### src/rtl/clock_divider_ctrl_if.sv
// Configuration handshake for clock_divider_ctrl: a requester offers a new
// half-period with cfg_valid/cfg_half, and the divider answers with cfg_ready.
interface clock_divider_ctrl_if #(
  parameter int W = 11
) ();
  logic         cfg_valid;
  logic [W-1:0] cfg_half;
  logic         cfg_ready;

  modport master (output cfg_valid, output cfg_half, input  cfg_ready);
  modport slave  (input  cfg_valid, input  cfg_half, output cfg_ready);
endinterface

### src/rtl/clock_divider_ctrl.sv
// Run/stop controller around a counter-based clock divider. The half-period is
// reprogrammable at run time and only changes at full-period boundaries.
module clock_divider_ctrl #(
  parameter  int MAX_HALF     = 1024,
  parameter  int DEFAULT_HALF = 4,
  localparam int W            = $clog2(MAX_HALF + 1)
) (
  input  logic                        clk_in,
  input  logic                        reset,
  input  logic                        en,
  clock_divider_ctrl_if.slave         cfg,
  output logic                        clk_out,
  output logic                        tick,
  output logic                        busy,
  output logic [W-1:0]                half_cur
);

  typedef enum logic [1:0] {IDLE, RUN, DRAIN} state_e;

  state_e       state_q, state_d;
  logic [W-1:0] cnt_q, cnt_d;
  logic         clk_out_q, clk_out_d;
  logic         tick_q, tick_d;
  logic [W-1:0] half_q, half_d;
  logic         pend_q, pend_d;
  logic [W-1:0] pend_val_q, pend_val_d;
  logic         term;
  logic         apply_ok;

  always_ff @(posedge clk_in) begin
    if (reset) begin
      state_q    <= IDLE;
      cnt_q      <= '0;
      clk_out_q  <= 1'b0;
      tick_q     <= 1'b0;
      half_q     <= W'(DEFAULT_HALF);
      pend_q     <= 1'b0;
      pend_val_q <= '0;
    end else begin
      state_q    <= state_d;
      cnt_q      <= cnt_d;
      clk_out_q  <= clk_out_d;
      tick_q     <= tick_d;
      half_q     <= half_d;
      pend_q     <= pend_d;
      pend_val_q <= pend_val_d;
    end
  end

  always_comb begin
    state_d    = state_q;
    cnt_d      = cnt_q;
    clk_out_d  = clk_out_q;
    tick_d     = 1'b0;
    half_d     = half_q;
    pend_d     = pend_q;
    pend_val_d = pend_val_q;
    apply_ok   = 1'b0;
    term       = (cnt_q == half_q - W'(1));

    case (state_q)
      IDLE: begin
        cnt_d     = '0;
        clk_out_d = 1'b0;
        apply_ok  = 1'b1;
        if (en) state_d = RUN;
      end
      RUN: begin
        if (!en && !clk_out_q) begin
          // Stopping in the low phase truncates it; no edge reaches clk_out.
          state_d = IDLE;
          cnt_d   = '0;
        end else if (term) begin
          cnt_d     = '0;
          clk_out_d = !clk_out_q;
          tick_d    = !clk_out_q;
          apply_ok  = clk_out_q;
          if (clk_out_q && !en) state_d = IDLE;
        end else begin
          cnt_d = cnt_q + W'(1);
          if (!en) state_d = DRAIN;
        end
      end
      DRAIN: begin
        if (term) begin
          cnt_d     = '0;
          clk_out_d = 1'b0;
          apply_ok  = 1'b1;
          state_d   = IDLE;
        end else begin
          cnt_d = cnt_q + W'(1);
        end
      end
      default: begin
        state_d   = IDLE;
        cnt_d     = '0;
        clk_out_d = 1'b0;
      end
    endcase

    if (pend_q && apply_ok) begin
      half_d = pend_val_q;
      pend_d = 1'b0;
    end

    if (cfg.cfg_valid && !pend_q) begin
      pend_d = 1'b1;
      if (cfg.cfg_half == '0)
        pend_val_d = W'(1);
      else if (cfg.cfg_half > W'(MAX_HALF))
        pend_val_d = W'(MAX_HALF);
      else
        pend_val_d = cfg.cfg_half;
    end
  end

  assign cfg.cfg_ready = !pend_q;
  assign clk_out       = clk_out_q;
  assign tick          = tick_q;
  assign busy          = (state_q != IDLE);
  assign half_cur      = half_q;

endmodule

### src/flat_wrapper.sv
// flat-port wrapper written by rule: the top's interface ports become plain ports
module clock_divider_ctrl_flat 
#(
  parameter  int MAX_HALF     = 1024,
  parameter  int DEFAULT_HALF = 4,
  localparam int W            = $clog2(MAX_HALF + 1)
)
  (clk_in, reset, en, clk_out, tick, busy, half_cur, cfg_cfg_valid, cfg_cfg_half, cfg_cfg_ready);
  clock_divider_ctrl_if #(.W(($clog2(MAX_HALF + 1)))) cfg_i ();
  input  logic clk_in;
  input  logic reset;
  input  logic en;
  output logic clk_out;
  output logic tick;
  output logic busy;
  output logic [W-1:0] half_cur;
  input wire logic [$bits(cfg_i.cfg_valid)-1:0] cfg_cfg_valid;
  input wire logic [$bits(cfg_i.cfg_half)-1:0] cfg_cfg_half;
  output wire logic [$bits(cfg_i.cfg_ready)-1:0] cfg_cfg_ready;
  assign cfg_i.cfg_valid = cfg_cfg_valid;
  assign cfg_i.cfg_half = cfg_cfg_half;
  assign cfg_cfg_ready = cfg_i.cfg_ready;
  clock_divider_ctrl #(.MAX_HALF(MAX_HALF), .DEFAULT_HALF(DEFAULT_HALF)) u_core (.clk_in(clk_in), .reset(reset), .en(en), .cfg(cfg_i), .clk_out(clk_out), .tick(tick), .busy(busy), .half_cur(half_cur));
endmodule
### config.mk
export PLATFORM = sky130hd
export DESIGN_NAME = clock_divider_ctrl_flat
export DESIGN_NICKNAME = d
export VERILOG_FILES = /design/src/rtl/clock_divider_ctrl_if.sv /design/src/rtl/clock_divider_ctrl.sv /design/src/flat_wrapper.sv
export SDC_FILE = /design/constraint.sdc
export NUM_CORES = 1
export LEC_CHECK = 0
export ABC_AREA = 1
export CAP_MARGIN = 20
export CORE_MARGIN = 4
export CORE_UTILIZATION = 30
export DETAILED_ROUTE_END_ITERATION = 10
export GPL_TIMING_DRIVEN = 0
export HOLD_SLACK_MARGIN = 0.06
export PLACE_DENSITY_LB_ADDON = 0.3
export SLEW_MARGIN = 20
export SYNTH_ARGS = -nofsm -noshare
export SYNTH_HDL_FRONTEND = slang
export SYNTH_SLANG_ARGS = --single-unit
### constraint.sdc
create_clock -name clk_in -period 2.3 [get_ports clk_in]
set_clock_uncertainty 0.2 [all_clocks]
set_input_delay 0.23 -clock clk_in [delete_from_list [all_inputs] [get_ports clk_in]]
set_output_delay 0.23 -clock clk_in [all_outputs]
set_load 0.02 [all_outputs]
==> summary.md <==
| Metric | Value |
|---|---|
| Layout cell share with drive strength beyond 1 | 11.1% |
| Max-Slew Margin vs Limit | 62.3% |
| Max_cap viols | 0 |
| RSZ-0062 raised after global routing | true |
| Async SR Flop Fraction | 0% |
| Number of synthesized flops with an enable pin | 0 |
| Clock Tree Root | clkbuf_8 |
| Total grt overflow | 0 |
| GP Congestion | 0.830 |
| Max clock buf depth | 2 |
| Critical Path Sink Type | register |
| Switching power | 0.00120 W |
| Min-delay src | u_core.pend_val_q[4] |
| Die width | 93.1 µm |
| Crit path buffers/inverters | 2 |
| Hold Path Class | reg2reg |
| Area post-placement | 0.00258 mm² |
| Vias | 2,140 |
| Netlist Area Pre-Place | 0.00217 mm² |
| WL final | 5160 µm |
| Syn Nets | 359 |
| Final ANT Viol Nets | 0 |
| Sinks on Clock Net | 38 |
| Post-Layout Inst Area | 0.00281 mm² |
| Clock power frac | 20.0% |
| Vias/cell | 4.51 |
| Vias in the first global route | 1,973 |
| Ports | 30 |
| Clk_lat worst skew | 0.29 ns |
| Post-route clock period utilization | 94.9% |
| Startpoint types | register |
| Largest net degree at the start of global routing | 12 |
| R2r startpoint | u_core.half_cur[1] |
| Crit. Startpoint | u_core.half_cur[1] |
| CP Cell Sequence | buf_4 -> nor2_2 -> nand2_1 -> nor2_2 -> nand2_1 -> nand2_1 -> nand2_1 -> nor2_1 -> nand3_1 -> nor2_2 -> nand2_2 -> nand2_4 -> buf_6 -> nand3_2 -> nand2_1 -> nor2_1 |
| Seq/Total Area, Yosys | 35.0% |
| Post-synthesis cell count | 338 |
| Num rows | 30 |
| CTS tree | built |
| Die outline height | 93.1 µm |
| Setup-failing EPs final | 0 |
| DR iter-0 viols | 92 |
| Top delay family on crit path | simple AND/OR/NAND/NOR gates |
| Worst-path clk slew | 0.08 ns |
| Peak Freq | 0.458 GHz |
| Final Max Tran Viols | 0 |
| Worst-margin pin slew | 0.565 ns |
| Pre-antenna DRT Iters | 4 |
| DP HPWL | 4060 µm |
| Ys flop type | dfxtp_1 |
| Most frequent cell after synthesis | nand2_1 |
| Layout Nets | 400 |
| Most used cell, CP | nand2_1 |
| Htree depth | 2 |
| Worst-path maximum fanout | 5 |
| Port Buf Inserts | 29 |
| Switching part of the total | 41.4% |
| Crit Path Class | reg2reg |
| Layout Area Growth over Synthesis | 29.2% |
| Synth area leader | dfxtp_1 |
| Die area | 0.00867 mm² |
| Share of the synthesized area in the top cell type | 35.0% |
| Post-route DRC violation count | 0 |
| Power density over the cells | 1040 mW/mm² |
| Core box area | 0.00691 mm² |
| CTS buffer count | 5 |
| Slowest stage delay, CP | 0.33 ns |
| Crit path time final | 2.18 ns |
| Crit path arrival time | 2.17 ns |
| CTS Hold Bufs | 0 |
| Ant diodes | 0 |
| Final Hold Vio Count | 0 |
| Pleak | 1.18 nW |
| Synthesis-stage register bit count | 38 |
| Sequential fraction of design power | 30.5% |
| Global-route wire length before repair | 8710 µm |
| Synth top area cells | dfxtp_1, nand2_1, nand3_1 |
| Internal | 0.00171 W |
| Max IR drop VDD | 0.373 mV |
| Yosys warns | 0 |
| Top post-synthesis cells by count | nand2_1, nor2_1, inv_1, nand3_1, dfxtp_1 |
| Worst Path Required | 2.29 ns |
| Synth Area per Inst | 6.43 µm² |
| Routed len/inst | 10.9 µm |
| Total Routing Usage GR | 12.4% |
| Initial Util | 31.5% |
| Combinational fraction of design power | 49.5% |
| CP max-delay cell | dfxtp_2 |
| Status | completed |
| Fin util | 40.7% |
| Antenna violations before repair | 0 |
| Synth cell types | 27 |
-- cells by family (layout without fill, tap and decap cells) --
logic type               count (synthesis)  after routing  share of synthesized area, %
flip-flops                              38             38                          35.0
buffers and inverters                   55             96                          10.3
AND/OR/NAND/NOR                        196            196                          39.1
XOR/XNOR                                10             10                          4.03
AO/OA/AOI/OAI                           33             33                          8.12
adder cells (fa/ha/maj)                  6              6                          3.45
-- layout by cell type, fill, tap and decap left out, types with 3 or more instances in the layout --
cell type	Yosys	final
a21oi_1	23	23
buf_4	0	4
buf_6	2	4
clkbuf_1	4	4
clkbuf_8	0	6
clkdlybuf4s50_1	0	29
dfxtp_1	38	35
ha_1	6	5
inv_1	46	43
nand2_1	85	85
nand2_2	3	3
nand3_1	39	33
nand3_2	0	6
nor2_1	48	45
nor2_2	2	4
nor2_4	2	3
nor3_1	8	8
o21ai_0	6	6
xnor2_1	5	5
xor2_1	5	5
-- cell type report --
| class | count | area (µm²) |
|---|---|---|
| Clock inverter | 1 | 30.0 |
| Sequential cell | 38 | 767 |
| Inverter | 46 | 175 |
| Multi-Input combinational cell | 245 | 1240 |
| Fill cell | 768 | 4100 |
| Clock buffer | 6 | 82.6 |
| Tap cell | 96 | 120 |
| Timing Repair Buffer | 34 | 332 |
| Buffer | 9 | 57.6 |
-- flip-flops by register name, indices dropped and copies added (netlist names) --
| name | count |
|---|---|
| u_core.clk_out | 1 |
| u_core.cnt_q | 11 |
| u_core.half_cur | 11 |
| u_core.pend_q | 1 |
| u_core.pend_val_q | 11 |
| u_core.state_q | 2 |
| u_core.tick | 1 |
-- timing repair --
action	4_1_cts	5_1_grt
setup endpoints to repair	24	25
gates cloned	1	0
pin swaps	3	5
setup buffers	3	1
gates resized for setup	11	13
-- path summary, 6_finish.rpt --
path / to / slack, ns / cells after the start
max: u_core.half_cur[9] / 0.12 / 16
min reg2reg: u_core.pend_val_q[4] / 0.26 / 2
min: u_core.pend_val_q[4] / 0.26 / 2
max reg2reg: u_core.half_cur[9] / 0.12 / 16
-- layer usage --
| layer | vias up | global-route usage, % | part of all wire [%] |
|---|---|---|---|
| li1 | 1146 | - | - |
| met1 | 945 | 15.8 | 49 |
| met2 | 37 | 20.2 | 45 |
| met3 | 12 | 2.98 | 4.4 |
| met4 | 0 | 5.01 | 2.3 |
| met5 | - | 0 | 0 |
-- power groups by stage --
stage	sequential, W	clock [W]	combinational [W]
6_report	0.000887	0.000583	0.00144
5_1_grt	0.000902	0.000629	0.00162
4_1_cts	0.000881	0.000603	0.00139
3_5_place_dp	0.000896	0	0.00131
3_3_place_gp	0.000892	0	0.00130
2_1_floorplan	0.000927	0	0.000901
-- stage by stage --
stage	TNS, ns	power [W]	cells	worst slack (ns)	hold WS (ns)
4_1_cts	0	0.00287	474	0.00631	0.269
6_report	0	0.00291	475	0.118	0.264
3_3_place_gp	-3.14	0.00219	463	-0.186	0.255
5_1_grt	-0.741	0.00315	475	-0.0860	0.300
3_5_place_dp	-3.65	0.00221	463	-0.200	0.256
2_1_floorplan	0	0.00183	338	0.0331	0.108
-- worst register-to-register path, cell delays in order, from the launching register on --
cell,delay (ns)
dfxtp_2,0.33
buf_4,0.14
nor2_2,0.12
nand2_1,0.12
nor2_2,0.14
nand2_1,0.06
nand2_1,0.08
nand2_1,0.05
nor2_1,0.10
nand3_1,0.09
nor2_2,0.14
nand2_2,0.08
nand2_4,0.10
buf_6,0.13
nand3_2,0.06
nand2_1,0.08
nor2_1,0.04
Power figures use the tool's default switching activity.
